## src/rtl/sar_pkg.sv

```systemverilog
// ---------------------------------------------------------------------------
// sar_pkg
// Shared types and helpers for the SAR conversion controller.
//   sar_state_e      : controller FSM state encoding
//   idx_w()          : index width for a count of N items, never below 1 bit
//   msb_first_code() : first trial code of a conversion (MSB set, rest zero)
// ---------------------------------------------------------------------------
package sar_pkg;

  typedef enum logic [1:0] {
    ST_IDLE    = 2'd0,
    ST_SAMPLE  = 2'd1,
    ST_CONVERT = 2'd2,
    ST_DONE    = 2'd3
  } sar_state_e;

  function automatic int idx_w(input int n);
    return (n > 1) ? $clog2(n) : 1;
  endfunction

  // Returned 32 bits wide; callers cast down to their own WIDTH.
  function automatic logic [31:0] msb_first_code(input int width);
    return 32'd1 << (width - 1);
  endfunction

endpackage

```

## src/rtl/sar_bit_engine.sv

```systemverilog
// ---------------------------------------------------------------------------
// sar_bit_engine
// Successive-approximation bit search. Owns the trial code register and the
// bit pointer.
//   clk, reset         : clock, synchronous active-high reset
//   load_i             : start a search (code = 100..0, pointer = MSB)
//   step_i             : resolve the bit under the pointer from comparator_out_i
//   comparator_out_i   : 1 = input >= DAC(code_o)
//   code_o             : current trial code (drives the DAC)
//   code_next_o        : code after this cycle's load/step (final code when the
//                        last bit resolves)
//   last_bit_o         : pointer is at bit 0
// ---------------------------------------------------------------------------
module sar_bit_engine
  import sar_pkg::*;
#(
  parameter  int WIDTH = 8,
  localparam int PTR_W = idx_w(WIDTH)
) (
  input  logic             clk,
  input  logic             reset,
  input  logic             load_i,
  input  logic             step_i,
  input  logic             comparator_out_i,
  output logic [WIDTH-1:0] code_o,
  output logic [WIDTH-1:0] code_next_o,
  output logic             last_bit_o
);

  logic [WIDTH-1:0] code_q, code_d;
  logic [PTR_W-1:0] ptr_q, ptr_d;

  always_comb begin
    code_d = code_q;
    ptr_d  = ptr_q;
    if (load_i) begin
      code_d = WIDTH'(msb_first_code(WIDTH));
      ptr_d  = PTR_W'(WIDTH - 1);
    end else if (step_i) begin
      code_d[ptr_q] = comparator_out_i;
      // Pointer stops at 0; the caller decodes last_bit_o to leave CONVERT.
      if (ptr_q != '0) begin
        code_d[ptr_q - PTR_W'(1)] = 1'b1;
        ptr_d = ptr_q - PTR_W'(1);
      end
    end
  end

  always_ff @(posedge clk) begin
    if (reset) begin
      code_q <= '0;
      ptr_q  <= '0;
    end else begin
      code_q <= code_d;
      ptr_q  <= ptr_d;
    end
  end

  assign code_o      = code_q;
  assign code_next_o = code_d;
  assign last_bit_o  = (ptr_q == '0);

endmodule

```

## src/rtl/sar_conversion_controller.sv

```systemverilog
// ---------------------------------------------------------------------------
// sar_conversion_controller
// SAR ADC digital back-end: accepts a start with channel select, holds the
// track window for SAMPLE_CYCLES, resolves WIDTH bits MSB-first through
// sar_bit_engine and presents the result on a valid/ready output.
//
// Optional build macro: SAR_OFFSET_TRIM_EN
//   adds offset_trim_i (signed); result = code - trim, saturated to
//   [0, 2^WIDTH-1], folded into the DONE load so latency is unchanged.
//
// Ports
//   clk, reset        : clock, synchronous active-high reset
//   start_i, ch_sel_i : conversion request and its channel (IDLE only)
//   comparator_out_i  : 1 = Vin >= DAC(dac_code_o)
//   mux_sel_o         : registered analog mux select
//   sample_en_o       : track/hold, high = track
//   dac_code_o        : trial code to the DAC
//   busy_o            : high outside IDLE
//   result_valid_o/result_ready_i/result_data_o/result_ch_o : result handshake
//
// state      | meaning
// ST_IDLE    | waiting for start
// ST_SAMPLE  | tracking input, SAMPLE_CYCLES cycles
// ST_CONVERT | resolving one bit per cycle, MSB first
// ST_DONE    | result valid, waiting for result_ready_i
// ---------------------------------------------------------------------------
module sar_conversion_controller
  import sar_pkg::*;
#(
  parameter  int WIDTH         = 8,
  parameter  int NUM_CH        = 4,
  parameter  int SAMPLE_CYCLES = 2,
  localparam int CH_W          = idx_w(NUM_CH),
  localparam int SCNT_W        = idx_w(SAMPLE_CYCLES)
) (
  input  logic             clk,
  input  logic             reset,
  input  logic             start_i,
  input  logic [CH_W-1:0]  ch_sel_i,
  input  logic             comparator_out_i,
  input  logic             result_ready_i,
`ifdef SAR_OFFSET_TRIM_EN
  input  logic [WIDTH-1:0] offset_trim_i,
`endif
  output logic [CH_W-1:0]  mux_sel_o,
  output logic             sample_en_o,
  output logic [WIDTH-1:0] dac_code_o,
  output logic             busy_o,
  output logic             result_valid_o,
  output logic [WIDTH-1:0] result_data_o,
  output logic [CH_W-1:0]  result_ch_o
);

  sar_state_e        state_q, state_d;
  logic [SCNT_W-1:0] samp_cnt_q;
  logic [CH_W-1:0]   mux_sel_q, result_ch_q;
  logic [WIDTH-1:0]  result_data_q;
  logic [CH_W-1:0]   ch_clamped;
  logic [WIDTH-1:0]  code_next, final_code;
  logic              last_bit;
  logic              accept, eng_load, eng_step;

  // State register
  always_ff @(posedge clk) begin
    if (reset) state_q <= ST_IDLE;
    else       state_q <= state_d;
  end

  // Next-state logic
  always_comb begin
    state_d = state_q;
    case (state_q)
      ST_IDLE:    if (start_i)           state_d = ST_SAMPLE;
      ST_SAMPLE:  if (samp_cnt_q == '0)  state_d = ST_CONVERT;
      ST_CONVERT: if (last_bit)          state_d = ST_DONE;
      ST_DONE:    if (result_ready_i)    state_d = ST_IDLE;
      default:                           state_d = ST_IDLE;
    endcase
  end

  // Output / control decode
  always_comb begin
    sample_en_o    = (state_q == ST_SAMPLE);
    busy_o         = (state_q != ST_IDLE);
    result_valid_o = (state_q == ST_DONE);
    accept         = (state_q == ST_IDLE) && start_i;
    eng_load       = (state_q == ST_SAMPLE) && (samp_cnt_q == '0);
    eng_step       = (state_q == ST_CONVERT);
  end

  // Out-of-range channels map to the highest channel.
  always_comb begin
    if (int'(ch_sel_i) >= NUM_CH) ch_clamped = CH_W'(NUM_CH - 1);
    else                          ch_clamped = ch_sel_i;
  end

  // Down-counter loaded on accept; SAMPLE exits when it reaches zero.
  always_ff @(posedge clk) begin
    if (reset) begin
      samp_cnt_q <= '0;
    end else if (accept) begin
      samp_cnt_q <= SCNT_W'(SAMPLE_CYCLES - 1);
    end else if ((state_q == ST_SAMPLE) && (samp_cnt_q != '0)) begin
      samp_cnt_q <= samp_cnt_q - SCNT_W'(1);
    end
  end

  always_ff @(posedge clk) begin
    if (reset) begin
      mux_sel_q   <= '0;
      result_ch_q <= '0;
    end else if (accept) begin
      mux_sel_q   <= ch_clamped;
      result_ch_q <= ch_clamped;
    end
  end

  sar_bit_engine #(.WIDTH(WIDTH)) u_bit_engine (
    .clk              (clk),
    .reset            (reset),
    .load_i           (eng_load),
    .step_i           (eng_step),
    .comparator_out_i (comparator_out_i),
    .code_o           (dac_code_o),
    .code_next_o      (code_next),
    .last_bit_o       (last_bit)
  );

`ifdef SAR_OFFSET_TRIM_EN
  // Unsigned code minus sign-extended trim in WIDTH+2 bits: bit WIDTH+1 flags
  // a negative result, bit WIDTH an overflow above full scale.
  logic [WIDTH+1:0] trim_diff;
  always_comb begin
    trim_diff = {2'b00, code_next} - {{2{offset_trim_i[WIDTH-1]}}, offset_trim_i};
    if (trim_diff[WIDTH+1])  final_code = '0;
    else if (trim_diff[WIDTH]) final_code = '1;
    else                     final_code = trim_diff[WIDTH-1:0];
  end
`else
  assign final_code = code_next;
`endif

  always_ff @(posedge clk) begin
    if (reset) begin
      result_data_q <= '0;
    end else if (eng_step && last_bit) begin
      result_data_q <= final_code;
    end
  end

  assign mux_sel_o     = mux_sel_q;
  assign result_ch_o   = result_ch_q;
  assign result_data_o = result_data_q;

endmodule

```

## config.mk

```make
export PLATFORM = sky130hd
export DESIGN_NAME = sar_conversion_controller
export DESIGN_NICKNAME = d
export VERILOG_FILES = /design/src/rtl/sar_pkg.sv /design/src/rtl/sar_bit_engine.sv /design/src/rtl/sar_conversion_controller.sv
export SDC_FILE = /design/constraint.sdc
export NUM_CORES = 1
export LEC_CHECK = 0
export BUFFER_PORTS_ARGS = -buffer_cell sky130_fd_sc_hd__buf_2
export CAP_MARGIN = 10
export CORE_MARGIN = 10
export CORE_UTILIZATION = 35
export DETAILED_ROUTE_END_ITERATION = 12
export PLACE_DENSITY_LB_ADDON = 0.1
export RECOVER_POWER = 25
export REMOVE_ABC_BUFFERS = 1
export SYNTH_ARGS = -nofsm -noshare
export SYNTH_HDL_FRONTEND = slang
export SYNTH_SLANG_ARGS = --single-unit
```

## constraint.sdc

```tcl
create_clock -name clk -period 2.8 [get_ports clk]
set_clock_uncertainty 0.15 [all_clocks]
set_input_delay 0.84 -clock clk [delete_from_list [all_inputs] [get_ports clk]]
set_output_delay 0.84 -clock clk [all_outputs]
set_load 0.005 [all_outputs]
```

== Word level (Yosys, flattened, before mapping) ==
Cells that the tools add are included.
W data, S select, Z words.

* $add $sub $neg: 2
* Eq/ne operators: 7
* Reductions and logical operators: 15
* Mux-type cells: 18
* $lt $le $gt $ge: 4
* Bitwise gates (word level): 2

{| class="wikitable"
|+ Operators with widths
! kind !! count
|-
| $mux W8 || 3
|-
| $mux W3 || 3
|-
| $bwmux W8 || 1
|-
| $lt A3 B4 Y1 const B || 2
|-
| $mux W2 || 4
|-
| $ne A2 B2 Y1 const B || 4
|-
| $or A8 B8 Y8 || 1
|-
| $pmux W2 S4 || 1
|-
| $reduce_bool A2 Y1 || 4
|-
| $demux W1 S3 || 2
|-
| $ge A3 B1 Y1 const B || 2
|-
| $logic_and A1 B1 Y1 || 6
|-
| $eq A2 B2 Y1 const B || 2
|-
| $mux W1 || 4
|-
| $reduce_and A4 Y1 || 1
|-
| $logic_not A3 Y1 || 1
|-
| $reduce_bool A3 Y1 || 1
|-
| $sub A3 B1 Y3 const B || 1
|-
| $eq A2 B1 Y1 const B || 1
|-
| $logic_not A2 Y1 || 1
|-
| $reduce_and A2 Y1 || 1
|-
| $not A1 Y1 || 1
|-
| $sub A1 B1 Y1 const B || 1
|}

* Register bits: 24
* Bits of input ports: 7
* Word-level logic and storage cells: 54
* Output and inout port bits: 23

== Longest topological paths before layout ==
Gate-level depths: netlist of the first run.

* Word-level depth: 9
* Gate-level depth with buffers: 7
* Depth with buffers taken out: 6

== Modules after synthesis ==
From an unflattened synthesis of the first run, not the netlist that was laid out.

* Cells, all modules: 166
* Area total of the unflattened synthesis: 1417.6 µm²

{| class="wikitable"
|+ By module, submodules not included
! module !! instances !! cells an instance !! area an instance (µm²)
|-
| sar_bit_engine || 1 || 95 || 810.8
|-
| sar_conversion_controller || 1 || 71 || 606.8
|}

== Worst setup path before layout of the first run ==
Ideal clock, no wire load.

* Path type: register to register
* Start: register u_bit_engine.ptr_q[1]
* End: register result_data_q[0], in the netlist result_data_o[0]
* Data arrival time: 1.563 ns
* Setup slack: 0.958 ns
* Stages on the path, launching flop included: 8
* Period minus slack after synthesis: 1.842 ns
* Buffers on the path: 1
* Library setup time: 0.129 ns
* Cells stage by stage: dfxtp_1 buf_2 inv_1 ha_1 and2_1 a211oi_1 o21bai_1 o31ai_1

* Word-level cells in the longest chain between the ends: 9
* Elaborated cells on any way between the ends: 19
* Classes of those cells: 1 x add/sub; 4 x order compare; 8 x mux; 1 x bitwise; 5 x reduce/logical

{| class="wikitable"
|+ Ends and longest elaborated chain
! item !! RTL line !! source
|-
| from (decl) || sar_bit_engine.sv:31 || <nowiki>logic [PTR_W-1:0] ptr_q, ptr_d;</nowiki>
|-
| from (signal assigned) || sar_bit_engine.sv:55 || <nowiki>ptr_q <= ptr_d;</nowiki>
|-
| $sub A3 B1 Y3, or another cell as far along || sar_bit_engine.sv:43 || <nowiki>code_d[ptr_q - PTR_W'(1)] = 1'b1;</nowiki>
|-
| $lt A3 B4 Y1 (implied by the code), or another cell as far along || sar_bit_engine.sv:43 ||
|-
| $logic_and A1 B1 Y1 (implied by the code) or $mux W1 (tied branches) || sar_bit_engine.sv:43, sar_bit_engine.sv:40 ||
|-
| $mux W1 (implied by the code) or $demux W1 S3 (tied branches) || n/a ||
|-
| $demux W1 S3 or $bwmux W8 (tied branches) || n/a ||
|-
| $or A8 B8 Y8 (no source line) || n/a ||
|-
| $mux W8 || sar_bit_engine.sv:42 || <nowiki>if (ptr_q != '0) begin</nowiki>
|-
| $mux W8 || sar_bit_engine.sv:39 || <nowiki>end else if (step_i) begin</nowiki>
|-
| $mux W8 || sar_bit_engine.sv:36 || <nowiki>if (load_i) begin</nowiki>
|-
| to (signal assigned) || sar_conversion_controller.sv:147 || <nowiki>result_data_q <= final_code;</nowiki>
|-
| to (decl) || sar_conversion_controller.sv:57 || <nowiki>logic [WIDTH-1:0] result_data_q;</nowiki>
|}

Several ways; a longest one is shown, not always the timed one.
A chain may end at the register's enable or synchronous reset.

== Final worst setup path of the first run ==
* Start: register u_bit_engine.ptr_q[0]
* End: register result_data_q[0], in the netlist result_data_o[0]

Same word-level chain as after synthesis.

==> results of run 1 <==
[layer usage]
metal	vias up	GRT usage
met5	-	0
met4	0	0.0408
met3	4	0.0251
met2	31	0.167
met1	551	0.125
li1	597	-
[logic make-up after synthesis]
family / count (synthesis)
compound gates: 35
xor+xnor: 1
fa+ha+maj: 7
buf+inv: 15
flops: 24
mux: 3
simple gates: 70
[cell type report]
type                    count  area [um2]  share of cell area
inverters                   6        22.5              0.0146
repair buffers             31         153              0.0986
flip-flops and latches     24         480               0.310
multi-input cells         116         777               0.502
clock buffers               4        55.1              0.0356
well taps                  48        60.1              0.0388
[stage by stage]
stage	hold WS (ns)	total power [mW]	setup WS, ns
3_3_place_gp	0.285	1.38	0.508
6_report	0.309	1.63	0.447
3_5_place_dp	0.290	1.40	0.465
2_1_floorplan	0.297	1.15	0.747
4_1_cts	0.312	1.64	0.450
5_1_grt	0.331	1.77	0.253
[flip-flops by register name (all words and copies together) (netlist names)]
name / flops
result_ch_o: 2
u_bit_engine.code_o: 8
state_q: 2
u_bit_engine.ptr_q: 3
samp_cnt_q: 1
result_data_o: 8
[cells in the final DEF (no fill, tap or decap), types with 5 or more instances in the layout]
master,count
inv_1,5
buf_2,23
nand2_1,18
clkbuf_1,6
a211oi_1,6
nor2b_1,6
a21oi_1,9
nor2_1,15
ha_1,7
nor3_1,8
dfxtp_1,24
[power groups by stage]
stage | Combinational [mW] | Clock, mW | Sequential (mW)
final | 0.892 | 0.240 | 0.496
after global routing | 1.00 | 0.258 | 0.510
after CTS | 0.900 | 0.247 | 0.495
after detailed placement | 0.896 | 0 | 0.503
after global placement | 0.886 | 0 | 0.498
after floorplan | 0.654 | 0 | 0.499
[worst max-delay path, stage by stage (launching register included)]
cell and delay [ns]:
dfxtp_1 0.67, inv_2 0.20, ha_1 0.43, and2_1 0.22, a211oi_1 0.32, o21bai_1 0.16, o31ai_1 0.07
[final timing paths]
path | endpoint | cells past startpoint
setup / recovery | result_data_o[0]$_SDFFE_PP0P_ | 6
hold / removal | result_data_o[0]$_SDFFE_PP0P_ | 2
setup reg to reg | result_data_o[0]$_SDFFE_PP0P_ | 6
hold reg to reg | result_data_o[0]$_SDFFE_PP0P_ | 2
==> run metrics, run 1 <==
total global-route track usage=0.102; CP Class=reg -> reg; most common cell in the netlist=dfxtp_1; post-synthesis sequential area ratio=0.361; final count of hold timing violations=0; mux share of post-synthesis cell area=0.0263; top-area cell type share of the netlist area=0.361; DRC violations left=0; proportion of layout cells with a drive suffix above 1=0.227; Post-CTS Setup Inserts=0; Starting Density=0.364; post_cts resized=0; power share of the clock group=0.147; met3 wire len=around 160 um; syn_area_per_cell=8.59 um2; Rows=22; Pre-Repair DR Iteration Count=4; Setup Viol. Count Final=0; Slew @ Worst Pin=0.531 ns; IO buf count=29; max_slew headroom=0.645; # diodes=0; max cap viols=0; Die W=81.7 um; Finished Layout Cells=about 230; RR Startpoint=u_bit_engine.ptr_q[0]$_SDFFE_PP0P_; met1 wire length=1.59 mm; Synth Warn #=0; DP HPWL=2.60 mm; hold path start=result_data_o[0]$_SDFFE_PP0P_; final instance area=around 1500 um2; Critical Path RT=2.80 ns; number of global-route vias before repair=1183; largest cells by area after synthesis=dfxtp_1, ha_1, nand2_1; largest net degree at the start of global routing=18; number of enable flip-flop cells after synthesis=0; # IOs=30; Post-synth ARST share=0; Commonest cells post-synth=dfxtp_1, nand2_1, nor2_1, a21oi_1, nor3_1; Adder-Cell Fraction of Synth Area=0.0658; Post-Synth XOR/XNOR Area=0.00658; Pint=0.916 mW; RSZ-0062 raised after global routing=no; Sink Count=24; clk buf depth=2; Max rail drop VDD=419 uV; initial antenna violation count=0; fin crit share=0.840; CTS tree=yes; clock buffer count from CTS=3; placed cell areas=1500 um2; crit path max fanout=17; Primary FF master, synth=dfxtp_1; Slew Viols, Final=0; Comb pwr share=0.548; CTS Root Cell=clkbuf_8; TNS Setup=0 ns; routed wl met2=1.55 mm; final WL=between 3 and 4 mm; Mapped Cells=155; Final ANT Viol Nets=0; Worst-path clk slew=0.09 ns; FILL cells=about 390; fmax=425 MHz; routed len/inst=14.6 um; CP Data Arrival Time=between 2 and 2.5 ns; Worst Setup Start Kind=flip-flop; Seq pwr share=0.304; status=finished clean; flop2flop setup slack=0.45 ns; synth unique cells=45; first-pass GRT wire length=5.48 mm; Crit. End Element=flip-flop; Pleak=0.637 nW; fin util=0.423; Power Density=approximately 1100 nW/um2; Synth area leader=dfxtp_1; H-tree levels=1; core area=3660 um2; Post-Synth Simple-Gate Area=0.281; vias post-DR=roughly 1200; Remaining Overflow, GRT=0; top layer in use=met4; DIE AREA=6670 um2; Switching Fraction=0.437; main combinational cell family by area after synthesis=simple AND/OR/NAND/NOR gates; Iter 0 DRT Violations=109; HP Class=reg -> reg; dpl cells=approximately 230; Placer Congestion=0.875; vias per inst=roughly 5.2; synthesized flop and latch total=24; Mapped Area=around 1300 um2; Psw=just over 0.7 mW; crit path time final=between 2 and 2.5 ns; Area Growth Syn to Fin=16.3%; cts hold-fix bufs=0; CP startpoint=u_bit_engine.ptr_q[0]$_SDFFE_PP0P_; clock insertion delay at the later pin of the skew report=0.27 ns; DIE HEIGHT=81.7 um; nets=196; Synth Area in Compound Gates=0.204
(Power assumes the default switching activity.)
==> run 2, diff against run 1 <==
==> constraint.sdc (replaced) <==
create_clock -name clk -period 2.1 [get_ports clk]
set_clock_uncertainty 0.15 [all_clocks]
set_input_delay 0.63 -clock clk [delete_from_list [all_inputs] [get_ports clk]]
set_output_delay 0.63 -clock clk [all_outputs]
set_load 0.005 [all_outputs]
==> run metrics, run 2 (synthesis results as in run 1) <==
Worst-path clk slew=0.08 ns (about the same); worst-path cell chain=inv_1 > ha_1 > inv_1 > buf_2; Pre-Repair DR Iteration Count=4 (unchanged); final count of hold timing violations=0 (unchanged); Max rail drop VDD=527 uV (+26%); Post-CTS Setup Inserts=0 (unchanged); Placer Congestion=0.876 (+0.15%); Finished Layout Cells=233 (+1.7%); clock buffer count from CTS=3 (unchanged); TNS Setup=0 ns (unchanged); hold path start=result_data_o[0]$_SDFFE_PP0P_; Area Growth Syn to Fin=18.0%; dpl cells=230 (+2.2%); power share of the clock group=0.124 (-0.023); # diodes=0 (unchanged); Starting Density=0.364 (unchanged); first-pass GRT wire length=5.66 mm (+3.4%); Pint=1.23 mW (+35%); Power Density=1400 nW/um2 (+33%); total global-route track usage=0.107 (+0.00466); vias per inst=5.15 (-0.22%); Critical Path RT=1.32 ns (-1.48 ns); Slew Viols, Final=0 (unchanged); met3 wire len=207 um (+27%); top layer in use=met4; Die W=81.7 um (unchanged); CP Class=reg -> out; nets=201 (+2.6%); FILL cells=378 (-4.1%); most common cell after layout, fill and taps aside=dfxtp_1; Total Power=2.20 mW (+35%); routed wl met2=1.66 mm (+7.1%); HP Class=reg -> reg; Sink Count=24 (unchanged); Pleak=0.656 nW (+2.9%); Switching Fraction=0.440 (+0.00267); fin crit share=0.946; Remaining Overflow, GRT=0 (unchanged); CTS Root Cell=clkbuf_8; H-tree levels=1 (unchanged); CP max stage delay=0.40 ns (-0.27 ns); number of global-route vias before repair=1232 (+4.1%); met1 wire length=1.52 mm (-4.3%); max cap viols=0 (unchanged); DIE AREA=6670 um2 (unchanged); DIE HEIGHT=81.7 um (unchanged); Iter 0 DRT Violations=71 (-35%); RSZ-0062 raised after global routing=no; # IOs=30 (unchanged); final WL=3.44 mm (+2.7%); CP Data Arrival Time=1.21 ns (-1.14 ns); CP startpoint=state_q[0]$_SDFFE_PP0P_; CTS tree=yes; crit path max fanout=5 (-12); post_cts resized=0 (unchanged); Crit path top cell by count=inv_1; initial antenna violation count=0 (unchanged); proportion of layout cells with a drive suffix above 1=0.243 (+0.0167); Rows=22 (unchanged); crit path time final=1.99 ns; fmax=504 MHz; Comb pwr share=0.598 (+0.050); DRC violations left=0 (unchanged); clock insertion delay at the later pin of the skew report=0.27 ns (about the same); RR Startpoint=state_q[0]$_SDFFE_PP0P_; cts hold-fix bufs=0 (unchanged); Seq pwr share=0.278 (-0.026); Setup Viol. Count Final=0 (unchanged); max_slew headroom=0.648 (+0.00298); Psw=0.968 mW (+36%); status=finished clean; Worst Setup Start Kind=flip-flop; Crit. End Element=output pin; largest net degree at the start of global routing=17 (-1); Final ANT Viol Nets=0 (unchanged); vias post-DR=1201 (+1.5%); IO buf count=29 (unchanged); commonest cells after routing, fill and taps aside=dfxtp_1, buf_2, nand2_1; routed len/inst=14.8 um (+0.98%); clk buf depth=2 (unchanged); DP HPWL=2.79 mm (+7.1%); Slew @ Worst Pin=0.526 ns (-0.00569 ns); core area=3660 um2 (unchanged); slowest CP cell=dfxtp_1
run 2: cell types whose count changed in the layout (fill, tap and decap cells not counted):
cell,previous run,this run
clkbuf_8,4,3
buf_4,2,7
run 2: metal layers:
| metal | vias to the layer above | GRT usage |
|---|---|---|
| met3 | 5 | 0.0306 |
| li1 | 608 | - |
| met5 | - | 0 |
| met1 | 559 | 0.120 |
| met2 | 29 | 0.187 |
| met4 | 0 | 0.0408 |
run 2: area by class of cell:
type	instances	area, um2	share of cell area
multi-input combinational	116	777	0.494
sequential	24	480	0.306
timing repair buffer	36	190	0.121
tap	48	60.1	0.0382
clock buffer	3	41.3	0.0263
inverter	6	22.5	0.0143
run 2: power by group through the flow:
| stage | logic, mW | registers, mW | clock network, mW |
|---|---|---|---|
| 5_1_grt | 1.46 | 0.627 | 0.301 |
| 6_report | 1.32 | 0.613 | 0.272 |
| 4_1_cts | 1.33 | 0.612 | 0.283 |
| 3_5_place_dp | 1.32 | 0.623 | 0 |
| 3_3_place_gp | 1.30 | 0.619 | 0 |
| 2_1_floorplan | 0.872 | 0.665 | 0 |
run 2: stage by stage:
| step | hold slack, ns | instance area [um2] | utilization | setup slack (ns) |
|---|---|---|---|---|
| after floorplan | 0.297 | 1280 | - | 0.0475 |
| after global placement | 0.285 | 1540 | 0.420 | 0.254 |
| after detailed placement | 0.293 | 1540 | 0.420 | 0.229 |
| after CTS | 0.310 | 1580 | 0.431 | 0.0937 |
| after global routing | 0.343 | 1570 | 0.429 | 0.0298 |
| final | 0.306 | 1570 | 0.429 | 0.114 |
run 2: worst paths after layout:
kind                                        end  slack, ns  cells past startpoint
hold reg to reg   result_data_o[0]$_SDFFE_PP0P_       0.31                      2
hold / removal    result_data_o[0]$_SDFFE_PP0P_       0.31                      2
setup reg to reg  result_data_o[4]$_SDFFE_PP0P_       0.22                      6
setup / recovery                         busy_o       0.11                      4
run 2: critical path: cells and delay by family (launching register included):
family,cells,cell delay (ns)
flops,1,0.40
fa+ha+maj,1,0.26
buf+inv,3,0.27
==> run 3, diff against run 2 <==
--- a/config.mk
+++ b/config.mk
@@ -5,10 +5,11 @@
 export SDC_FILE = /design/constraint.sdc
 export NUM_CORES = 1
 export LEC_CHECK = 0
+export ABC_AREA = 1
 export BUFFER_PORTS_ARGS = -buffer_cell sky130_fd_sc_hd__buf_2
-export CAP_MARGIN = 10
+export CAP_MARGIN = 20
 export CORE_MARGIN = 10
-export CORE_UTILIZATION = 35
+export CORE_UTILIZATION = 40
 export DETAILED_ROUTE_END_ITERATION = 12
 export PLACE_DENSITY_LB_ADDON = 0.1
 export RECOVER_POWER = 25
==> run metrics, run 3 <==
status=finished clean; Iter 0 DRT Violations=70 (-1.4%); crit path time final=1.91 ns (-0.0785 ns); fin crit share=0.908 (-0.0374); flop2flop setup slack=0.39 ns (+0.17 ns); worst-path cell chain=inv_1 > ha_1 > inv_1 > buf_2; register area=480 um2 (unchanged); Slew @ Worst Pin=0.580 ns (+0.0544 ns); RSZ-0062 raised after global routing=no; most common cell after layout, fill and taps aside=nand2_1; largest net degree at the start of global routing=17 (unchanged); Synth Warn #=0 (unchanged); most common cell in the netlist=nand2_1; Post-CTS Setup Inserts=0 (unchanged); Starting Density=0.415 (+0.0509); Sink Count=24 (unchanged); max_slew headroom=0.613 (-0.0350); Rows=22 (unchanged); Comb pwr share=0.630 (+0.032); Final ANT Viol Nets=0 (unchanged); commonest cells after routing, fill and taps aside=nand2_1, nor2_1, dfxtp_1; Remaining Overflow, GRT=0 (unchanged); Critical Path RT=1.32 ns (about the same); HP Class=reg -> reg; final count of hold timing violations=0 (unchanged); final WL=3.51 mm (+2.1%); initial antenna violation count=0 (unchanged); crit path max fanout=4 (-1); total global-route track usage=0.113 (+0.00631); syn_area_per_cell=7.30 um2 (-15%); post_cts resized=0 (unchanged); Pleak=0.793 nW (+21%); nets=251 (+25%); # IOs=30 (unchanged); # diodes=0 (unchanged); Placer Congestion=0.810 (-7.6%); CP max stage delay=0.39 ns (about the same); Switching Fraction=0.499 (+0.0593); Crit path top cell by count=inv_1; slowest CP cell=dfxtp_1; fin util=0.465 (+0.0359); vias post-DR=1350 (+12%); CP Class=reg -> out; DRC violations left=0 (unchanged); Psw=1.35 mW (+40%); largest cells by area after synthesis=dfxtp_1, nand2_1, nor2_1; DIE HEIGHT=81.6 um (about the same); routed len/inst=12.4 um (-16%); Commonest cells post-synth=nand2_1, dfxtp_1, nor2_1, inv_1, nand3_1; DIE AREA=6660 um2 (-0.20%); Worst Setup Start Kind=flip-flop; clk buf depth=2 (unchanged); top-area cell type share of the netlist area=0.317 (-0.0443); max cap viols=0 (unchanged); clock buffer count from CTS=3 (unchanged); Power Density=1590 nW/um2 (+14%); vias per inst=4.77 (-7.5%); Pint=1.36 mW (+10%); area of the multi-input gates=852 um2 (+9.7%); power share of the clock group=0.099 (-0.025); Post-synth ARST share=0 (unchanged); Seq pwr share=0.271 (-0.007); Area Growth Syn to Fin=12.2%; synthesized flop and latch total=24 (unchanged); TNS Setup=0 ns (unchanged); Max rail drop VDD=620 uV (+18%); first-pass GRT wire length=6.00 mm (+6.0%); dpl cells=280 (+22%); clock insertion delay at the later pin of the skew report=0.26 ns (about the same); DP HPWL=2.74 mm (-1.6%); Slew Viols, Final=0 (unchanged); Crit. End Element=output pin; CP Data Arrival Time=1.13 ns (-0.08 ns); number of enable flip-flop cells after synthesis=0 (unchanged); Mapped Cells=208 (+34%); number of global-route vias before repair=1252 (+1.6%); CTS Root Cell=clkbuf_8; post-synthesis sequential area ratio=0.317 (-0.0443); cts hold-fix bufs=0 (unchanged); Die W=81.6 um (about the same); Pre-Repair DR Iteration Count=4 (unchanged); core area=3660 um2 (unchanged); Worst-path clk slew=0.08 ns (about the same); Finished Layout Cells=283 (+21%); synth unique cells=30 (-33%); H-tree levels=1 (unchanged); IO buf count=29 (unchanged); fmax=524 MHz (+4.1%); FILL cells=399 (+5.6%); Synth area leader=dfxtp_1; Setup Viol. Count Final=0 (unchanged); proportion of layout cells with a drive suffix above 1=0.264 (+0.0206); WHS=0.360 ns (+0.0543 ns); Mapped Area=1520 um2 (+14%); Primary FF master, synth=dfxtp_1; CTS tree=yes
[run 3: changes by cell type in the layout (fill, tap and decap cells not counted), sizes merged, moves of 7 or more]
cell,previous run,this run
nor2,15,29
nor3,8,1
o21ai,5,13
inv,6,27
a21oi,9,21
nand2,18,49
nand3,4,21
[run 3: final timing paths]
| path | cells past startpoint | to | from |
|---|---|---|---|
| worst max-delay path | 4 | busy_o | state_q[0]$_SDFFE_PP0P_ |
| worst min-delay path | 2 | result_ch_o[1]$_SDFFE_PP0P_ | result_ch_o[1]$_SDFFE_PP0P_ |
| worst max register to register | 6 | result_data_o[4]$_SDFFE_PP0P_ | state_q[0]$_SDFFE_PP0P_ |
| worst min register to register | 2 | result_ch_o[1]$_SDFFE_PP0P_ | result_ch_o[1]$_SDFFE_PP0P_ |
[run 3: layout make-up]
type / count / area share
repair buffers: 33 / 0.0963
multi-input cells: 147 / 0.500
inverters: 28 / 0.0617
well taps: 48 / 0.0353
clock buffers: 3 / 0.0242
flip-flops and latches: 24 / 0.282
[run 3: power by group through the flow]
stage                     registers [mW]  logic [mW]  clock network, mW
after floorplan                    0.804        1.20                  0
after global placement             0.747        1.74                  0
after detailed placement           0.746        1.73                  0
after CTS                          0.736        1.74              0.275
after global routing               0.761        1.95              0.291
final                              0.736        1.71              0.267
[run 3: metal layers]
layer,GRT usage,vias to the layer above,routed length (um)
li1,-,723,-
met1,0.154,591,1750
met2,0.171,31,1540
met3,0.0273,5,182
met4,0.0357,0,38
met5,0,-,0
[run 3: worst max-delay path, delay by kind of cell (launching register included)]
family / cells / cell delay, ns
buf+inv: 3 / 0.24
fa+ha+maj: 1 / 0.23
flops: 1 / 0.39
[run 3: per-stage QoR]
stage,area (um2),power (mW),setup slack [ns]
2_1_floorplan,1440,2.00,0.326
3_3_place_gp,1670,2.48,0.422
3_5_place_dp,1670,2.48,0.383
4_1_cts,1710,2.76,0.179
5_1_grt,1700,3.00,0.0738
6_report,1700,2.71,0.192
[run 3: cells by family (layout without fill, tap and decap cells)]
family | Yosys count | after routing | synth area share
flip-flops | 24 | 24 | 0.317
buffers and inverters | 37 | 64 | 0.122
AND/OR/NAND/NOR | 104 | 104 | 0.350
AO/OA/AOI/OAI | 36 | 36 | 0.153
adder cells (fa/ha/maj) | 7 | 7 | 0.0577
